===== src/rtl/mem_wb_stage.sv =====
// ---------------------------------------------------------------------------
// mem_wb_stage
//   MEM/WB pipeline register and writeback unit of the pipelined RV32I core.
//   It captures the memory-stage slot, extracts and extends load data, picks
//   the writeback value, and drives the register file write port. It also
//   flags illegal or misaligned loads and counts retired instructions.
//
// Ports
//   clk            core clock, rising edge
//   rst            asynchronous active-low reset
//   in_valid       MEM slot holds a real instruction
//   stall          hold contents, block commit
//   flush          turn the incoming slot into a bubble (wins over stall)
//   in_alu_result  ALU result
//   in_mem_rdata   raw aligned word from data memory
//   in_pc_plus4    return address for JAL/JALR
//   in_imm         LUI immediate
//   in_wb_sel      00 ALU, 01 MEM, 10 PC+4, 11 IMM
//   in_funct3      load type
//   in_addr_lo     byte offset of the load address
//   in_rd          destination register
//   in_reg_write   instruction writes rd
//   write_reg      register file write index
//   write_data     register file write data / forwarding value
//   RegWrite       register file write enable
//   wb_valid       stage holds a valid instruction
//   load_err       committing load is misaligned or illegal
//   instret        committed instruction count (wraps)
//
// Flow control: a slot is accepted on every edge where flush=0 and stall=0
// (valid_q follows in_valid). stall=1 holds the slot and suppresses commit;
// flush=1 empties the slot regardless of stall. The held slot commits in the
// first cycle where valid_q=1 and stall=0.
// ---------------------------------------------------------------------------
module mem_wb_stage #(
  parameter int N = 32
) (
  input  logic         clk,
  input  logic         rst,
  input  logic         in_valid,
  input  logic         stall,
  input  logic         flush,
  input  logic [N-1:0] in_alu_result,
  input  logic [N-1:0] in_mem_rdata,
  input  logic [N-1:0] in_pc_plus4,
  input  logic [N-1:0] in_imm,
  input  logic [1:0]   in_wb_sel,
  input  logic [2:0]   in_funct3,
  input  logic [1:0]   in_addr_lo,
  input  logic [4:0]   in_rd,
  input  logic         in_reg_write,
  output logic [4:0]   write_reg,
  output logic [N-1:0] write_data,
  output logic         RegWrite,
  output logic         wb_valid,
  output logic         load_err,
  output logic [N-1:0] instret
);

  logic         valid_q, valid_d;
  logic [N-1:0] alu_q, alu_d;
  logic [N-1:0] rdata_q, rdata_d;
  logic [N-1:0] pc4_q, pc4_d;
  logic [N-1:0] imm_q, imm_d;
  logic [1:0]   sel_q, sel_d;
  logic [2:0]   f3_q, f3_d;
  logic [1:0]   lo_q, lo_d;
  logic [4:0]   rd_q, rd_d;
  logic         rw_q, rw_d;
  logic [N-1:0] instret_q, instret_d;

  logic [7:0]   byte_sel;
  logic [15:0]  half_sel;
  logic [N-1:0] load_data;
  logic         err;
  logic         commit;

  // Capture priority: flush, then stall (hold), then load.
  always_comb begin
    valid_d = valid_q;
    alu_d   = alu_q;
    rdata_d = rdata_q;
    pc4_d   = pc4_q;
    imm_d   = imm_q;
    sel_d   = sel_q;
    f3_d    = f3_q;
    lo_d    = lo_q;
    rd_d    = rd_q;
    rw_d    = rw_q;
    if (flush) begin
      valid_d = 1'b0;
    end else if (!stall) begin
      valid_d = in_valid;
      alu_d   = in_alu_result;
      rdata_d = in_mem_rdata;
      pc4_d   = in_pc_plus4;
      imm_d   = in_imm;
      sel_d   = in_wb_sel;
      f3_d    = in_funct3;
      lo_d    = in_addr_lo;
      rd_d    = in_rd;
      rw_d    = in_reg_write;
    end
  end

  // Little-endian lane selection; halfword lane is chosen by lo_q[1] only.
  always_comb begin
    byte_sel = rdata_q[7:0];
    case (lo_q)
      2'd0: byte_sel = rdata_q[7:0];
      2'd1: byte_sel = rdata_q[15:8];
      2'd2: byte_sel = rdata_q[23:16];
      2'd3: byte_sel = rdata_q[31:24];
      default: byte_sel = rdata_q[7:0];
    endcase
    half_sel = lo_q[1] ? rdata_q[31:16] : rdata_q[15:0];
  end

  always_comb begin
    load_data = rdata_q;
    case (f3_q)
      3'b000:  load_data = {{(N-8){byte_sel[7]}}, byte_sel};
      3'b100:  load_data = {{(N-8){1'b0}}, byte_sel};
      3'b001:  load_data = {{(N-16){half_sel[15]}}, half_sel};
      3'b101:  load_data = {{(N-16){1'b0}}, half_sel};
      default: load_data = rdata_q;
    endcase
  end

  always_comb begin
    err = 1'b0;
    if (sel_q == 2'b01) begin
      case (f3_q)
        3'b011, 3'b110, 3'b111: err = 1'b1;
        3'b001, 3'b101:         err = lo_q[0];
        3'b010:                 err = (lo_q != 2'b00);
        default:                err = 1'b0;
      endcase
    end
  end

  // Writeback mux is driven regardless of validity for the forwarding path.
  always_comb begin
    write_data = alu_q;
    case (sel_q)
      2'b00:   write_data = alu_q;
      2'b01:   write_data = load_data;
      2'b10:   write_data = pc4_q;
      2'b11:   write_data = imm_q;
      default: write_data = alu_q;
    endcase
  end

  assign commit    = valid_q & ~stall;
  assign RegWrite  = commit & rw_q & (rd_q != 5'd0) & ~err;
  assign load_err  = commit & err;
  assign write_reg = rd_q;
  assign wb_valid  = valid_q;
  assign instret   = instret_q;

  assign instret_d = (commit && !err) ? instret_q + 1'b1 : instret_q;

  always_ff @(posedge clk or negedge rst) begin
    if (!rst) begin
      valid_q   <= 1'b0;
      alu_q     <= '0;
      rdata_q   <= '0;
      pc4_q     <= '0;
      imm_q     <= '0;
      sel_q     <= 2'b00;
      f3_q      <= 3'b000;
      lo_q      <= 2'b00;
      rd_q      <= 5'd0;
      rw_q      <= 1'b0;
      instret_q <= '0;
    end else begin
      valid_q   <= valid_d;
      alu_q     <= alu_d;
      rdata_q   <= rdata_d;
      pc4_q     <= pc4_d;
      imm_q     <= imm_d;
      sel_q     <= sel_d;
      f3_q      <= f3_d;
      lo_q      <= lo_d;
      rd_q      <= rd_d;
      rw_q      <= rw_d;
      instret_q <= instret_d;
    end
  end

endmodule


===== config.mk =====
export PLATFORM = sky130hd
export DESIGN_NAME = mem_wb_stage
export DESIGN_NICKNAME = d
export VERILOG_FILES = /design/src/rtl/mem_wb_stage.sv
export SDC_FILE = /design/constraint.sdc
export NUM_CORES = 1
export LEC_CHECK = 0
export BUFFER_PORTS_ARGS = -buffer_cell sky130_fd_sc_hd__buf_4
export CAP_MARGIN = 15
export CORE_UTILIZATION = 35
export CTS_BUF_LIST = sky130_fd_sc_hd__clkbuf_8
export CTS_CLUSTER_DIAMETER = 120
export CTS_CLUSTER_SIZE = 24
export DETAILED_ROUTE_END_ITERATION = 10
export PLACE_DENSITY_LB_ADDON = 0.1
export SKIP_LAST_GASP = 1
export SYNTH_ARGS = -nofsm -noshare
export SYNTH_HDL_FRONTEND = slang
export SYNTH_SLANG_ARGS = --single-unit

===== constraint.sdc =====
create_clock -name clk -period 2.7 [get_ports clk]
set_clock_uncertainty 0.2 [all_clocks]
set_input_delay 0.54 -clock clk [delete_from_list [all_inputs] [get_ports clk]]
set_output_delay 0.54 -clock clk [all_outputs]
set_load 0.01 [all_outputs]

# [Word-level counts from Yosys, hierarchy flattened]
# Cells that the tools add are included.
[word_totals] ff_bits=174 inputBits=146 elab_cells=52
[classes] addsub=1 n_eq_ne=14 mux=8 n_bitwise=8 n_reduce_logical=10
[op_table] cell="$pmux 32 s4" count=2
[op_table] cell="$add 32x1->32 const B" count=1
[op_table] cell="$pmux 8 s4" count=1
[op_table] cell="$mux 16" count=1
[op_table] cell="$eq 3x3->1 const B" count=4
[op_table] cell="$eq 2x2->1 const B" count=4
[op_table] cell="$eq 3x2->1 const B" count=2
[op_table] cell="$and 1x1->1" count=5
[op_table] cell="$reduce_bool 5->1" count=1
[op_table] cell="$eq 2x1->1 const B" count=2
[op_table] cell="$logic_not 2->1" count=2
[op_table] cell="$eq 3x1->1 const B" count=1
[op_table] cell="$logic_not 3->1" count=1
[op_table] cell="$mux 1" count=3
[op_table] cell="$not 1->1" count=3
[op_table] cell="$pmux 1 s3" count=1
[op_table] cell="$reduce_or 3->1" count=1
[op_table] cell="$ne 2x1->1 const B" count=1
[op_table] cell="$reduce_and 2->1" count=1
[op_table] cell="$reduce_bool 2->1" count=1
[op_table] cell="$reduce_or 2->1" count=1
[op_table] cell="$logic_and 1x1->1" count=1
[op_table] cell="$logic_not 1->1" count=1

# [Logic depth before layout (Yosys ltp)]
[logic_depth] ltp_word=6 depth_mapped=7 depth_no_buf=5

# [Worst setup path before layout]
# OpenSTA, ideal clock, no wires.
[synth_path] path_kind="reg-to-output" startpoint="reg lo_q[1]" endpoint="out write_data[15]" arrival_time_ns=1.736 required_time_ns=1.960 slack_ns=0.224 stages_incl_launch_ff=7 path_cell_list="dfrtp_1 buf_6 mux4_2 nor2b_1 o31ai_2 a221oi_1 a211o_1"
[synth_via] elab_chain_cells=4
[synth_rtl] item="start: declaration" line_no="67" text="logic [1:0] lo_q, lo_d;"
[synth_rtl] item="start signal: assignment" line_no="184" text="lo_q <= lo_d;"
[synth_rtl] item="$eq 2x2->1 (tied with other cells)" line_no="109" text="case (lo_q)"
[synth_rtl] item="$pmux 8 s4" line_no="109"
[synth_rtl] item="$pmux 32 s4 *" line_no="121" text="case (f3_q)"
[synth_rtl] item="$pmux 32 s4 *" line_no="145" text="case (sel_q)"
[synth_rtl] item="end: declaration" line_no="53" text="output logic [N-1:0] write_data,"
# Mark *: on every way between the ends. The rest lies on a longest branch, timed or not.

# [Worst setup path after layout]
[layout_path] startpoint="reg lo_q[1]" endpoint="out write_data[11]"
# Same word-level chain as after synthesis.

==> impl_metrics.tcl <==
set metrics [dict create \
    fin_ws_ns -0.288 \
    cpMaxStageDelayCell "mux4_2" \
    die-area_um2 24000 \
    finalPower_mw 7.22 \
    rsz0062_at_grt "yes" \
    cap_violations 0 \
    antenna_found_initial 0 \
    root_buffer "clkbuf_8" \
    end_kind "output port" \
    maxSlewViolCount 0 \
    max_freq_mhz 335 \
    worst_pin_slew_ns 0.550 \
    relSlewSlack 0.633 \
    drive_gt1_frac 0.509 \
    async_reset_ff_frac 1.00 \
    first_pass_iters 4 \
    htreeDepth 4 \
    avgSynthCellArea_um2 11.9 \
    viasPerCell 5.04 \
    die_x_um 155 \
    synth-edff-count 0 \
    cts_tree "yes" \
    netlist_instances 689 \
    hold_path_class "primary input to flop" \
    post-route-period-util 1.11 \
    place_hpwl_mm 16.8 \
    yosys_warnings 0 \
    crit_chain "mux4_2 -> nor2b_4 -> o31ai_4 -> buf_6 -> a221o_1 -> a21oi_2 -> buf_4" \
    wirelength_mm 22.9 \
    clock_path_buffers 2 \
    placementRows 55 \
    place_congestion 0.854 \
    cp-start-kind "flop" \
    grt_pass1_wl_mm 35.4 \
    p_leak_nw 5.02 \
    ir_worst_vdd_mv 0.263 \
    worst_skew_pair.late_latency_ns 0.45 \
    syn_area_um2 8180 \
    final_cell_mix "buf_4 (245), dfrtp_1 (169), mux2_2 (137)" \
    cp_top_family "multiplexers" \
    ys_seq_elements 174 \
    wl_per_cell_um 18.2 \
    num_vias 6318 \
    portBuffers 217 \
    area_delta_synth_final_pct 37.1 \
    antennaDiodeCount 0 \
    drt_iter0_drc 345 \
    initial_core_util 0.359 \
    synthFlopType "dfrtp_1" \
    yosysSeqAreaShare 0.533 \
    drc 0 \
    cp_max_fo 3 \
    first_global_vias 6494 \
    worstSetupPathType "flop to output port" \
    setup_viol 32 \
    grt_max_degree 60 \
    critPathBufInv 2 \
    fin_util 0.492 \
    path_clk_slew_ns 0.09 \
    pwr_density_cell_nw_per_um2 644 \
    status "finished with violations" \
    numCtsBuffers 17 \
    crit_arrival_ns 2.25 \
    overflow 0 \
    ioPinCount 218 \
    die_h_um 155 \
    netlist-cell-type-count 46 \
    required_ns 1.96 \
    hold_viol_final 0 \
    final_common_cell "buf_4" \
    grt_usage 0.194 \
    numClockSinks 174 \
    nets 1075 \
    ant_nets 0 \
    crit_path_max_incr_delay_ns 0.54 \
    core_um2 22800 \
    violations "negative setup slack" \
    min_period_ns 2.99 \
    syn_nets 836 \
]
-- synthesized netlist by cell type (2+ instances only) --
| cell | n | area [um^2] |
|---|---|---|
| a21oi_1 | 45 | 225 |
| a221o_1 | 4 | 40.0 |
| a221oi_1 | 5 | 43.8 |
| a22oi_1 | 15 | 113 |
| and3_1 | 3 | 18.8 |
| and4_1 | 4 | 35.0 |
| buf_2 | 2 | 10.0 |
| clkbuf_1 | 39 | 146 |
| dfrtp_1 | 174 | 4350 |
| inv_1 | 19 | 71.3 |
| mux2_2 | 137 | 1540 |
| mux2i_1 | 7 | 70.1 |
| nand2_1 | 40 | 150 |
| nand2b_1 | 10 | 62.6 |
| nand3_1 | 15 | 75.1 |
| nand4_1 | 6 | 37.5 |
| nand4_4 | 2 | 42.5 |
| nor2_1 | 37 | 139 |
| nor2b_1 | 6 | 37.5 |
| nor3_1 | 12 | 60.1 |
| nor4_2 | 4 | 50.1 |
| o21a_1 | 4 | 30.0 |
| o21ai_0 | 14 | 70.1 |
| o221ai_1 | 8 | 70.1 |
| o22a_1 | 16 | 140 |
| o22ai_1 | 9 | 56.3 |
| o31a_1 | 3 | 26.3 |
| or3_1 | 2 | 12.5 |
| xnor2_1 | 15 | 131 |
| xor2_1 | 16 | 140 |
-- worst paths after layout --
check                            start              to  slack, ns  cells after the start
max                            lo_q[1]  write_data[11]      -0.29                      7
min                              flush        wb_valid       0.07                      2
max reg2reg                    lo_q[0]     instret[19]       0.18                      8
min reg2reg                instret[31]     instret[31]       0.28                      1
max in group asynchronous          rst         f3_q[2]       1.17                      3
min in group asynchronous          rst     instret[19]       0.45                      2
-- power by group --
part	total, mW	leakage [nW]	internal, mW	switching [mW]
logic	2.02	2.70	1.09	0.927
clock network	1.97	0.218	0.998	0.972
registers	3.23	2.10	2.95	0.286
-- area by class of cell --
cell class / count / area [um^2]
fillers: 2062 / 11600
flip-flops and latches: 174 / 4360
multi-input cells: 453 / 3800
repair buffers: 263 / 2160
well taps: 313 / 392
clock buffers: 20 / 275
clock inverters: 12 / 158
inverters: 19 / 71.3
-- per-stage QoR --
step           worst slack (ns)  instance area (um^2)  instances  hold WS [ns]  TNS, ns
6_report                 -0.288                 11200       1254        0.0745    -5.71
5_1_grt                  -0.394                 11200       1254        0.0247   -10.18
4_1_cts                  -0.344                 11000       1245        0.0401    -8.52
3_5_place_dp             0.0219                 10400       1209         0.271        0
3_3_place_gp             0.0795                 10400       1209         0.258        0
2_1_floorplan             0.224                  8180        689        0.0444        0
-- metal layers --
metal  vias up  GRT usage  share of wire
met2       183      0.334           0.50
met4         0     0.0509          0.014
met1      3151      0.241           0.43
li1       2963          -              -
met5         -          0              0
met3        21     0.0496          0.052
-- kinds of logic (layout without fill, tap and decap cells) --
kind of cell | after synthesis | after routing | share of synthesized area
compound gates | 130 | 130 | 0.109
xor+xnor | 31 | 31 | 0.0332
fa+ha+maj | 1 | 1 | 0.00153
buf+inv | 62 | 314 | 0.0297
flops | 174 | 174 | 0.533
mux | 145 | 145 | 0.200
simple gates | 146 | 146 | 0.0938
-- what timing repair did --
action	4_1_cts	5_1_grt
setup buffers	3	7
endpoints found under the setup margin	33	34
endpoints found under the hold margin	55	0
pin swaps	8	15
gates cloned	0	2
hold buffers	1	0
resized for setup	28	26
Note: power is estimated with default switching activity, not from simulation.
